<file path="src/rtl/gf2mz_loader.sv">
// Operand loader and run sequencer for a gf2mz multiplier core: streams n words
// into the A memory, then n into B, kicks the core and times its run.
//
// state   | meaning
// IDLE    | waiting for go
// LOAD_A  | accepting operand-A beats, writing A memory
// LOAD_B  | accepting operand-B beats, writing B memory
// START   | one-cycle core_start pulse, runtime counter cleared
// WAIT    | counting cycles until core_done
// FIN     | one-cycle run_done pulse
module gf2mz_loader #(
  parameter int n  = 83,
  parameter int m  = 67,
  parameter int AW = $clog2(n)
) (
  input  logic          clk,
  input  logic          rst_b,
  input  logic          go,
  input  logic          in_valid,
  output logic          in_ready,
  input  logic [m-1:0]  in_data,
  output logic          we_a,
  output logic          we_b,
  output logic [AW-1:0] waddr,
  output logic [m-1:0]  wdata,
  output logic          core_start,
  input  logic          core_done,
  output logic          busy,
  output logic          run_done,
  output logic [31:0]   cycles
);

  typedef enum logic [2:0] {
    S_IDLE   = 3'd0,
    S_LOAD_A = 3'd1,
    S_LOAD_B = 3'd2,
    S_START  = 3'd3,
    S_WAIT   = 3'd4,
    S_FIN    = 3'd5
  } state_t;

  localparam logic [AW-1:0] LAST_IDX = AW'(n - 1);

  state_t        state_q;
  logic [AW-1:0] idx_q;
  logic          we_a_q;
  logic          we_b_q;
  logic [AW-1:0] waddr_q;
  logic [m-1:0]  wdata_q;
  logic          core_start_q;
  logic          run_done_q;
  logic [31:0]   cycles_q;

  logic          accept;
  logic          last_beat;

  assign in_ready  = (state_q == S_LOAD_A) || (state_q == S_LOAD_B);
  assign busy      = (state_q != S_IDLE);
  assign accept    = in_valid && in_ready;
  assign last_beat = (idx_q == LAST_IDX);

  always_ff @(posedge clk or negedge rst_b) begin
    if (!rst_b) begin
      state_q      <= S_IDLE;
      idx_q        <= '0;
      we_a_q       <= 1'b0;
      we_b_q       <= 1'b0;
      waddr_q      <= '0;
      wdata_q      <= '0;
      core_start_q <= 1'b0;
      run_done_q   <= 1'b0;
      cycles_q     <= '0;
    end else begin
      we_a_q       <= 1'b0;
      we_b_q       <= 1'b0;
      core_start_q <= 1'b0;
      run_done_q   <= 1'b0;

      // Writes trail the accepted beat by one cycle, so the last B write
      // lands in the START cycle alongside core_start.
      if (accept) begin
        waddr_q <= idx_q;
        wdata_q <= in_data;
        we_a_q  <= (state_q == S_LOAD_A);
        we_b_q  <= (state_q == S_LOAD_B);
        idx_q   <= last_beat ? '0 : idx_q + AW'(1);
      end

      case (state_q)
        S_IDLE: begin
          if (go) state_q <= S_LOAD_A;
        end
        S_LOAD_A: begin
          if (accept && last_beat) state_q <= S_LOAD_B;
        end
        S_LOAD_B: begin
          if (accept && last_beat) begin
            state_q      <= S_START;
            core_start_q <= 1'b1;
          end
        end
        S_START: begin
          cycles_q <= '0;
          state_q  <= S_WAIT;
        end
        S_WAIT: begin
          if (core_done) begin
            state_q    <= S_FIN;
            run_done_q <= 1'b1;
          end else if (cycles_q != '1) begin
            cycles_q <= cycles_q + 32'd1;
          end
        end
        S_FIN: begin
          state_q <= S_IDLE;
        end
        default: begin
          state_q <= S_IDLE;
        end
      endcase
    end
  end

  assign we_a       = we_a_q;
  assign we_b       = we_b_q;
  assign waddr      = waddr_q;
  assign wdata      = wdata_q;
  assign core_start = core_start_q;
  assign run_done   = run_done_q;
  assign cycles     = cycles_q;

endmodule

</file>
<file path="config.mk">
export PLATFORM = sky130hd
export DESIGN_NAME = gf2mz_loader
export DESIGN_NICKNAME = d
export VERILOG_FILES = /design/src/rtl/gf2mz_loader.sv
export SDC_FILE = /design/constraint.sdc
export NUM_CORES = 1
export LEC_CHECK = 0
export BUFFER_PORTS_ARGS = -buffer_cell sky130_fd_sc_hd__buf_2
export CORE_MARGIN = 4
export CORE_UTILIZATION = 54
export DETAILED_ROUTE_END_ITERATION = 7
export GPL_TIMING_DRIVEN = 0
export PLACE_DENSITY = 0.85
export SLEW_MARGIN = 5
export SYNTH_ARGS = -nofsm -noshare
export SYNTH_HDL_FRONTEND = slang
export SYNTH_SLANG_ARGS = --single-unit
</file>
<file path="constraint.sdc">
create_clock -name clk -period 3.16 [get_ports clk]
set_input_delay 0 -clock clk [delete_from_list [all_inputs] [get_ports clk]]
set_output_delay 0 -clock clk [all_outputs]
set_load 0.01 [all_outputs]
</file>
==> impl_metrics.py, run 1 <==
metrics = {
    "worst_hold_path": {
        "hold_depth": 4,
        "hp-class": "in -> reg",
        "holdPathEnd": "wdata[1]",
        "hp-start": "in_data[1]",
    },
    "detailed_routing": {
        "dr.pass1.iters": 5,
        "viasPerCell": 5.68,
        "drc": 0,
        "routed_wl_um": 18400,
        "wl_per_cell_um": 18.0,
        "num_vias": 5803,
        "antenna_left": 0,
        "drt_iter0_markers": 555,
    },
    "floorplanning": {
        "core_um2": 9820,
        "dieArea_um2": 11800,
        "start_util_pct": 55.5,
        "row_count": 36,
        "die_w_um": 108,
        "die_y_um": 108,
        "pin_count": 184,
    },
    "logic_synthesis": {
        "synth-seq-cells": 120,
        "async_flop_share_pct": 100,
        "netlist_area_um2": 5450,
        "synth_ff_type": "dfrtp_1",
        "synth_warnings": 0,
        "synth_cell_types": 51,
        "netlist_top_cells_area": "dfrtp_1 55%, nand2_1 17%, nand3_1 2.2%",
        "synth_edf_count": 0,
        "synth.yosys.seq_area_share_pct": 55.1,
        "yosys.area.top_type_share_pct": 55.1,
        "avgSynthCellArea_um2": 9.11,
        "synthCells": 598,
        "syn-num-nets": 673,
        "synth_top_area_cell": "dfrtp_1",
    },
    "final_layout": {
        "syn_to_final_growth_pct": 44.6,
        "mostFrequentLayoutCells": "242 x nand2_1, 188 x buf_2, 120 x dfrtp_1, 72 x dlygate4sd3_1, 24 x nand3_1",
        "nets": 949,
        "drive_gt1_share_pct": 27.7,
        "final_cell_area_um2": 7880,
        "final_common_cell": "nand2_1",
        "fin_cells": 1022,
    },
    "setup_path": {
        "cp_top_family": "simple AND/OR/NAND/NOR gates",
        "cp.arrival_ns": 2.73,
        "r2r_end": "cycles[26]",
        "slowest_stage": "dfrtp_1",
        "reg2regPathDepth": 7,
        "r2r_slack_ns": 0.82,
        "r2r_start": "cycles[0]",
        "critical_path.startpoint_type": "flop",
        "cpPeakStageDelay_ns": 0.47,
        "end_kind": "flop",
        "cp_max_fo": 10,
        "required_ns": 3.55,
        "setup.worst_path.start": "cycles[0]",
        "path_buf_inv": 1,
        "critical_path_class": "reg -> reg",
        "cp_cell_sequence": "ha_1 -> nand4_1 -> nor4_2 -> nand3_1 -> buf_6 -> and4_1 -> a221o_1",
    },
    "timing": {
        "period_share_pct": 74.1,
        "hold_viol": 0,
        "setup_viol": 0,
        "rsz0062_at_grt": "no",
        "skew_ns": 0.0108,
        "max_freq_mhz": 427,
        "relSlewSlack_pct": 39.1,
        "fin_crit_ns": 2.34,
        "tns_ns": 0,
        "maxSlewViolCount": 0,
        "worstMarginPinSlew_ns": 0.911,
        "postLayoutSetupSlackWorst_ns": 0.818,
    },
    "grt": {
        "overflow": 0,
        "grt_pass1_vias": 5985,
        "grt_max_degree": 92,
        "grt_antenna_before_repair": 1,
        "grt_pass1_wl_um": 28900,
        "grt_usage_pct": 31.9,
    },
    "pwr": {
        "vdd_drop_max_mv": 0.461,
        "p_clk_share_pct": 41.8,
        "switching_share_pct": 29.0,
        "p_int_uw": 3150,
        "p_sw_uw": 1290,
        "combPwrFrac_pct": 16.4,
        "p_seq_share_pct": 41.9,
        "leakage_uw": 0.00423,
        "powerDensity_nw_per_um2": 564,
    },
    "place": {
        "hpwl_um": 10900,
        "place_area_um2": 6560,
        "pre_cts_ws_ns": 0.849,
        "place_inst": 915,
        "io_buffers": 183,
        "place.gp.congestion": 0.878,
    },
    "clocking": {
        "cts_tree": "built",
        "insertion_delay_ns": 0.51,
        "clockBufferDepth": 2,
        "numCtsBuffers": 17,
        "post_cts_resized": 0,
        "clk_pin_slew_ns": 0.06,
        "root_buffer": "clkbuf_8",
        "clkSinkCount": 120,
        "cts_max_level": 4,
    },
    "outcome": {
        "status": "completed",
    },
    "flow_run": {
        "drv_cap": 0,
    },
}
[flip-flops by register name, summed over array words and instances (netlist names)]
name        cells
core_start      1
cycles         32
idx_q           7
run_done        1
state_q         3
waddr           7
wdata          67
we_a            1
we_b            1
[routing by layer]
metal / up-vias / part of all wire (%) / global-route usage, %
met1: 2795 / 36 / 36.2
li1: 2588 / - / -
met5: - / 0 / 0
met2: 339 / 52 / 54.5
met3: 81 / 7.6 / 7.46
met4: 0 / 4.4 / 19.3
[worst min-delay path: stages]
cell and delay [ns]:
dlygate4sd3_1 0.52, buf_2 0.09, nand2_1 0.04, nand2_1 0.05
[stage by stage]
step / util (%) / hold slack, ns / total power [uW]
after floorplan: - / -0.296 / 2150
after global placement: 66.5 / 0.189 / 2440
after detailed placement: 66.8 / -0.112 / 2480
after CTS: 80.2 / 0.200 / 4410
after global routing: 80.2 / 0.227 / 4620
final: 80.2 / 0.219 / 4440
[final cells by class]
type / count / area (um2)
Buffer: 35 / 176
Timing Repair Buffer: 257 / 1690
Fill cell: 624 / 1940
Antenna cell: 2 / 5.00
Clock inverter: 14 / 150
Clock buffer: 18 / 418
Tap cell: 133 / 166
Sequential cell: 120 / 3000
Multi-Input combinational cell: 439 / 2250
Inverter: 4 / 15.0
[power groups by stage]
stage | Sequential [uW] | Clock [uW] | Combinational [uW]
floorplan | 1920 | 0 | 231
global placement | 1850 | 0 | 589
detailed placement | 1860 | 0 | 617
CTS | 1840 | 1860 | 700
global route | 1870 | 1950 | 796
finish | 1860 | 1850 | 727
[what timing repair did]
item / in CTS / in global routing
hold buffers: 73 / 0
hold endpoints to repair: 192 / 0
buffers inserted: 0 / 0
[cell families (layout without fill, tap and decap cells)]
family	Yosys count	after routing	share of synthesized area, %
simple gates	366	366	30.6
flops	120	120	55.1
compound gates	65	65	9.16
buf+inv	39	328	3.51
fa+ha+maj	3	3	0.689
mux	3	3	0.551
xor+xnor	2	2	0.322
other cells	0	2	0
[Yosys cell counts (all sizes together) (9+ instances only)]
cell type and count:
a211o 9, a221o 10, and3 15, and4 10, buf 16, clkbuf 19
dfrtp 120, nand2 242, nand3 24, nand4 12, nor2 20, nor3 17
o21ai 14, o31ai 11
[how the worst max path moves through the flow]
stage / end / slack (ns) / cells past startpoint
CTS: cycles[26] / 0.85 / 7
finish: cycles[26] / 0.82 / 7
detailed placement: cycles[26] / 0.85 / 7
global placement: wdata[16] / 0.67 / 1
floorplan: cycles[23] / 1.11 / 7
global route: cycles[1] / 0.68 / 7
Power figures use the tool's default switching activity.
==> inputs of run 2 (changes only) <==
--- a/config.mk
+++ b/config.mk
@@ -7,10 +7,10 @@
 export LEC_CHECK = 0
 export BUFFER_PORTS_ARGS = -buffer_cell sky130_fd_sc_hd__buf_2
 export CORE_MARGIN = 4
-export CORE_UTILIZATION = 54
+export CORE_UTILIZATION = 46
 export DETAILED_ROUTE_END_ITERATION = 7
 export GPL_TIMING_DRIVEN = 0
-export PLACE_DENSITY = 0.85
+export PLACE_DENSITY = 0.77
 export SLEW_MARGIN = 5
 export SYNTH_ARGS = -nofsm -noshare
 export SYNTH_HDL_FRONTEND = slang
==> constraint.sdc (replaced) <==
create_clock -name clk -period 2.11 [get_ports clk]
set_input_delay 0 -clock clk [delete_from_list [all_inputs] [get_ports clk]]
set_output_delay 0 -clock clk [all_outputs]
set_load 0.01 [all_outputs]
==> impl_metrics.py, run 2 (synthesis results as in run 1) <==
metrics = {
    "outcome": {
        "status": "completed",
    },
    "clocking": {
        "cts_tree": "built",
        "numCtsBuffers": 17,
        "cts_max_level": 4,
        "insertion_delay_ns": 0.41,
        "clkSinkCount": 120,
        "clockBufferDepth": 2,
        "root_buffer": "clkbuf_16",
        "clk_pin_slew_ns": 0.05,
    },
    "detailed_routing": {
        "wl_per_cell_um": 16.2,
        "num_vias": 5577,
        "drt_iter0_markers": 323,
        "antenna_left": 0,
        "viasPerCell": 5.35,
        "routed_wl_um": 16900,
        "dr.pass1.iters": 5,
        "drc": 0,
    },
    "grt": {
        "grt_usage_pct": 24.3,
        "grt_pass1_wl_um": 25800,
        "grt_antenna_before_repair": 1,
        "grt_pass1_vias": 5264,
        "overflow": 0,
        "grt_max_degree": 77,
    },
    "setup_path": {
        "end_kind": "flop",
        "path_buf_inv": 1,
        "cp_top_family": "simple AND/OR/NAND/NOR gates",
        "critical_path_class": "reg -> reg",
        "r2r_start": "cycles[7]",
        "cp.arrival_ns": 2.34,
        "cpPeakStageDelay_ns": 0.47,
        "slowest_stage": "dfrtp_1",
        "cp_cell_sequence": "nand4_1 -> buf_4 -> nor3_2 -> nand4_1 -> and3_1 -> a211o_1",
        "cpMostUsedCell": "nand4_1",
        "required_ns": 2.40,
        "cp_max_fo": 8,
        "setup.worst_path.start": "cycles[7]",
        "critical_path.startpoint_type": "flop",
    },
    "place": {
        "hpwl_um": 10900,
        "io_buffers": 183,
        "place_inst": 925,
        "place.gp.congestion": 0.851,
        "pre_cts_ws_ns": -0.212,
    },
    "timing": {
        "period_share_pct": 97.2,
        "setup_viol": 0,
        "fin_crit_ns": 2.05,
        "maxSlewViolCount": 0,
        "max_freq_mhz": 488,
        "rsz0062_at_grt": "yes",
        "postLayoutSetupSlackWorst_ns": 0.0595,
        "hold_viol": 0,
        "worstMarginPinSlew_ns": 0.590,
        "relSlewSlack_pct": 60.7,
        "whs_ns": 0.0317,
        "skew_ns": 0.0103,
    },
    "floorplanning": {
        "core_um2": 11500,
        "die_y_um": 117,
        "pin_count": 184,
        "die_w_um": 117,
        "dieArea_um2": 13600,
        "start_util_pct": 47.3,
        "row_count": 39,
    },
    "final_layout": {
        "largest_register_ffs": 67,
        "final_common_cell": "nand2_1",
        "syn_to_final_growth_pct": 47.9,
        "drive_gt1_share_pct": 30.4,
        "nets": 959,
        "fill_cells": 848,
        "mostFrequentLayoutCells": "242 x nand2_1, 188 x buf_2, 115 x dfrtp_1, 70 x dlygate4sd3_1, 23 x nand3_1",
        "fin_cells": 1042,
    },
    "pwr": {
        "leakage_uw": 0.00434,
        "vdd_drop_max_mv": 0.607,
        "powerDensity_nw_per_um2": 846,
    },
    "worst_hold_path": {
        "hp-start": "go",
        "hp-class": "in -> reg",
    },
    "flow_run": {
        "drv_cap": 0,
    },
}
==> run 2: per-layer routing <==
layer | vias up | routed length [um] | global-route usage, %
li1 | 2633 | - | -
met4 | 2 | 622 | 12.2
met5 | - | 13 | 0
met1 | 2651 | 6680 | 30.0
met3 | 58 | 1160 | 5.91
met2 | 233 | 8410 | 39.9
==> run 2: cell type report <==
cell class,count,area (um2),area share (%)
inverters,4,15.0,0.186
plain buffers,35,193,2.39
multi-input cells,439,2290,28.4
clock inverters,8,144,1.79
well taps,143,179,2.22
diodes,2,5.00,0.0621
repair buffers,267,1750,21.7
flip-flops and latches,120,3010,37.3
clock buffers,24,472,5.85
==> run 2: power by group <==
group / switching (uW) / internal (uW)
Sequential: 189 / 2570
Clock: 973 / 2030
Combinational: 590 / 456
Total: 1750 / 5070
==> run 2: path summary, 6_finish.rpt <==
kind                               to  slack, ns  depth (start not counted)
min in group asynchronous  cycles[25]       0.08                          2
max in group asynchronous   wdata[38]       1.32                          3
hold / removal             state_q[0]       0.03                          5
setup reg to reg           cycles[14]       0.06                          6
hold reg to reg              wdata[3]       0.47                          2
setup / recovery           cycles[14]       0.06                          6
==> run 2: worst register-to-register path, stage by stage (launching register included) <==
cell     delay (ns)
dfrtp_1        0.47
nand4_1        0.22
buf_4          0.19
nor3_2         0.41
nand4_1        0.18
and3_1         0.21
a211o_1        0.26
==> run 2: repair_timing <==
| item | 4_1_cts | 5_1_grt |
|---|---|---|
| pin swaps | 2 | 8 |
| hold endpoints to repair | 190 | 0 |
| cloned | 0 | 1 |
| endpoints found under the setup margin | 26 | 98 |
| hold buffers | 70 | 0 |
| gates resized for setup | 5 | 27 |
| setup buffers | 1 | 11 |
==> run 2: metrics by stage <==
step / cell area, um2 / total power (uW) / utilization, % / TNS, ns
global placement: 6540 / 3660 / 56.8 / -50.20
finish: 8060 / 6820 / 70.0 / 0
floorplan: 5450 / 3220 / - / 0
global route: 8050 / 7130 / 69.9 / -0.0813
detailed placement: 6580 / 3710 / 57.1 / -3.06
CTS: 7920 / 6840 / 68.8 / 0
==> inputs of run 3 (changes only) <==
--- a/config.mk
+++ b/config.mk
@@ -6,7 +6,7 @@
 export NUM_CORES = 1
 export LEC_CHECK = 0
 export BUFFER_PORTS_ARGS = -buffer_cell sky130_fd_sc_hd__buf_2
-export CORE_MARGIN = 4
+export CORE_MARGIN = 5
 export CORE_UTILIZATION = 46
 export DETAILED_ROUTE_END_ITERATION = 7
 export GPL_TIMING_DRIVEN = 0
==> impl_metrics.py, run 3 (synthesis results as in run 1) <==
metrics = {
    "pwr": {
        "vdd_drop_max_mv": 0.508,
        "powerDensity_nw_per_um2": 847,
        "leakage_uw": 0.00431,
    },
    "clocking": {
        "cts_max_level": 4,
        "numCtsBuffers": 17,
        "clk_pin_slew_ns": 0.05,
        "clkSinkCount": 120,
        "cts_tree": "built",
        "insertion_delay_ns": 0.41,
        "root_buffer": "clkbuf_16",
        "clockBufferDepth": 2,
    },
    "floorplanning": {
        "pin_count": 184,
        "dieArea_um2": 14100,
        "die_w_um": 119,
        "row_count": 39,
        "die_y_um": 119,
        "core_um2": 11500,
        "start_util_pct": 47.3,
    },
    "detailed_routing": {
        "viasPerCell": 5.45,
        "wl_per_cell_um": 17.0,
        "dr.pass1.iters": 5,
        "routed_wl_um": 17600,
        "drc": 0,
        "drt_iter0_markers": 518,
        "antenna_left": 0,
        "num_vias": 5636,
    },
    "setup_path": {
        "cp.arrival_ns": 2.31,
        "critical_path_class": "reg -> reg",
        "path_buf_inv": 2,
        "cpPeakStageDelay_ns": 0.45,
        "end_kind": "flop",
        "critical_path.startpoint_type": "flop",
        "setup.worst_path.start": "cycles[0]",
        "cp_cell_sequence": "ha_4 -> nand4_1 -> nor4_4 -> and3_1 -> buf_4 -> nor2_2 -> buf_6 -> a221o_1",
        "slowest_stage": "dfrtp_2",
        "cp_max_fo": 10,
        "r2r_start": "cycles[0]",
        "required_ns": 2.39,
        "cp_top_family": "simple AND/OR/NAND/NOR gates",
    },
    "final_layout": {
        "final_common_cell": "nand2_1",
        "syn_to_final_growth_pct": 47.3,
        "fin_util_pct": 69.7,
        "drive_gt1_share_pct": 30.6,
        "final_cell_area_um2": 8030,
        "mostFrequentLayoutCells": "242 x nand2_1, 186 x buf_2, 113 x dfrtp_1, 71 x dlygate4sd3_1, 22 x nand3_1",
        "largest_register_ffs": 67,
        "nets": 952,
        "fill_cells": 808,
        "fin_cells": 1035,
    },
    "place": {
        "hpwl_um": 11100,
        "io_buffers": 183,
        "place_inst": 925,
        "place.gp.congestion": 0.879,
        "pre_cts_ws_ns": -0.232,
        "place_area_um2": 6580,
    },
    "timing": {
        "skew_ns": 0.00916,
        "relSlewSlack_pct": 60.8,
        "setup_viol": 0,
        "max_freq_mhz": 493,
        "fin_crit_ns": 2.03,
        "postLayoutSetupSlackWorst_ns": 0.0796,
        "whs_ns": 0.0301,
        "hold_viol": 0,
        "worstMarginPinSlew_ns": 0.586,
        "rsz0062_at_grt": "yes",
        "maxSlewViolCount": 0,
        "period_share_pct": 96.2,
    },
    "grt": {
        "grt_pass1_wl_um": 28600,
        "grt_max_degree": 92,
        "grt_pass1_vias": 5706,
        "grt_usage_pct": 25.1,
        "grt_antenna_before_repair": 1,
        "overflow": 0,
    },
    "worst_hold_path": {
        "hp-class": "in -> async",
    },
    "outcome": {
        "status": "completed",
    },
    "flow_run": {
        "drv_cap": 0,
    },
}
==> run 3: report_power, final <==
part | switching [uW] | leakage, uW | internal, uW
logic | 600 | 0.00249 | 460
clock network | 1020 | 0.000293 | 1950
registers | 195 | 0.00152 | 2570
==> run 3: what timing repair did <==
item	4_1_cts	5_1_grt
gates resized for setup	7	27
pin swaps	2	1
setup buffers	1	5
hold endpoints to repair	191	0
hold buffers	71	0
setup endpoints to repair	31	68
==> run 3: path summary, 6_finish.rpt <==
check | end | slack [ns] | depth (start not counted)
max in group asynchronous | wdata[51] | 1.35 | 3
worst min register to register | wdata[3] | 0.47 | 2
min in group clk | wdata[9] | 0.31 | 4
worst max register to register | cycles[26] | 0.08 | 8
worst max-delay path | cycles[26] | 0.08 | 8
worst min-delay path | cycles[14] | 0.03 | 2
==> run 3: per-layer routing <==
metal	global-route usage (%)	part of all wire, %	vias to the layer above
met5	0	0	-
met4	13.5	4.6	0
met3	5.69	6.4	65
met2	43.0	51	269
met1	29.4	38	2700
li1	-	-	2602
==> run 3: stage by stage <==
step	TNS, ns	total power, uW
2_1_floorplan	0	3220
3_3_place_gp	-47.45	3660
3_5_place_dp	-3.32	3710
4_1_cts	0	6820
5_1_grt	-0.0422	7090
6_report	0	6800
==> run 3: area by class of cell <==
| type | instances | area (um2) | share of cell area (%) |
|---|---|---|---|
| Sequential cell | 120 | 3010 | 37.5 |
| Multi-Input combinational cell | 439 | 2300 | 28.7 |
| Antenna cell | 2 | 5.00 | 0.0624 |
| Timing Repair Buffer | 261 | 1710 | 21.3 |
| Tap cell | 143 | 179 | 2.23 |
| Clock inverter | 10 | 144 | 1.79 |
| Clock buffer | 22 | 474 | 5.91 |
| Buffer | 34 | 190 | 2.37 |
| Inverter | 4 | 15.0 | 0.187 |
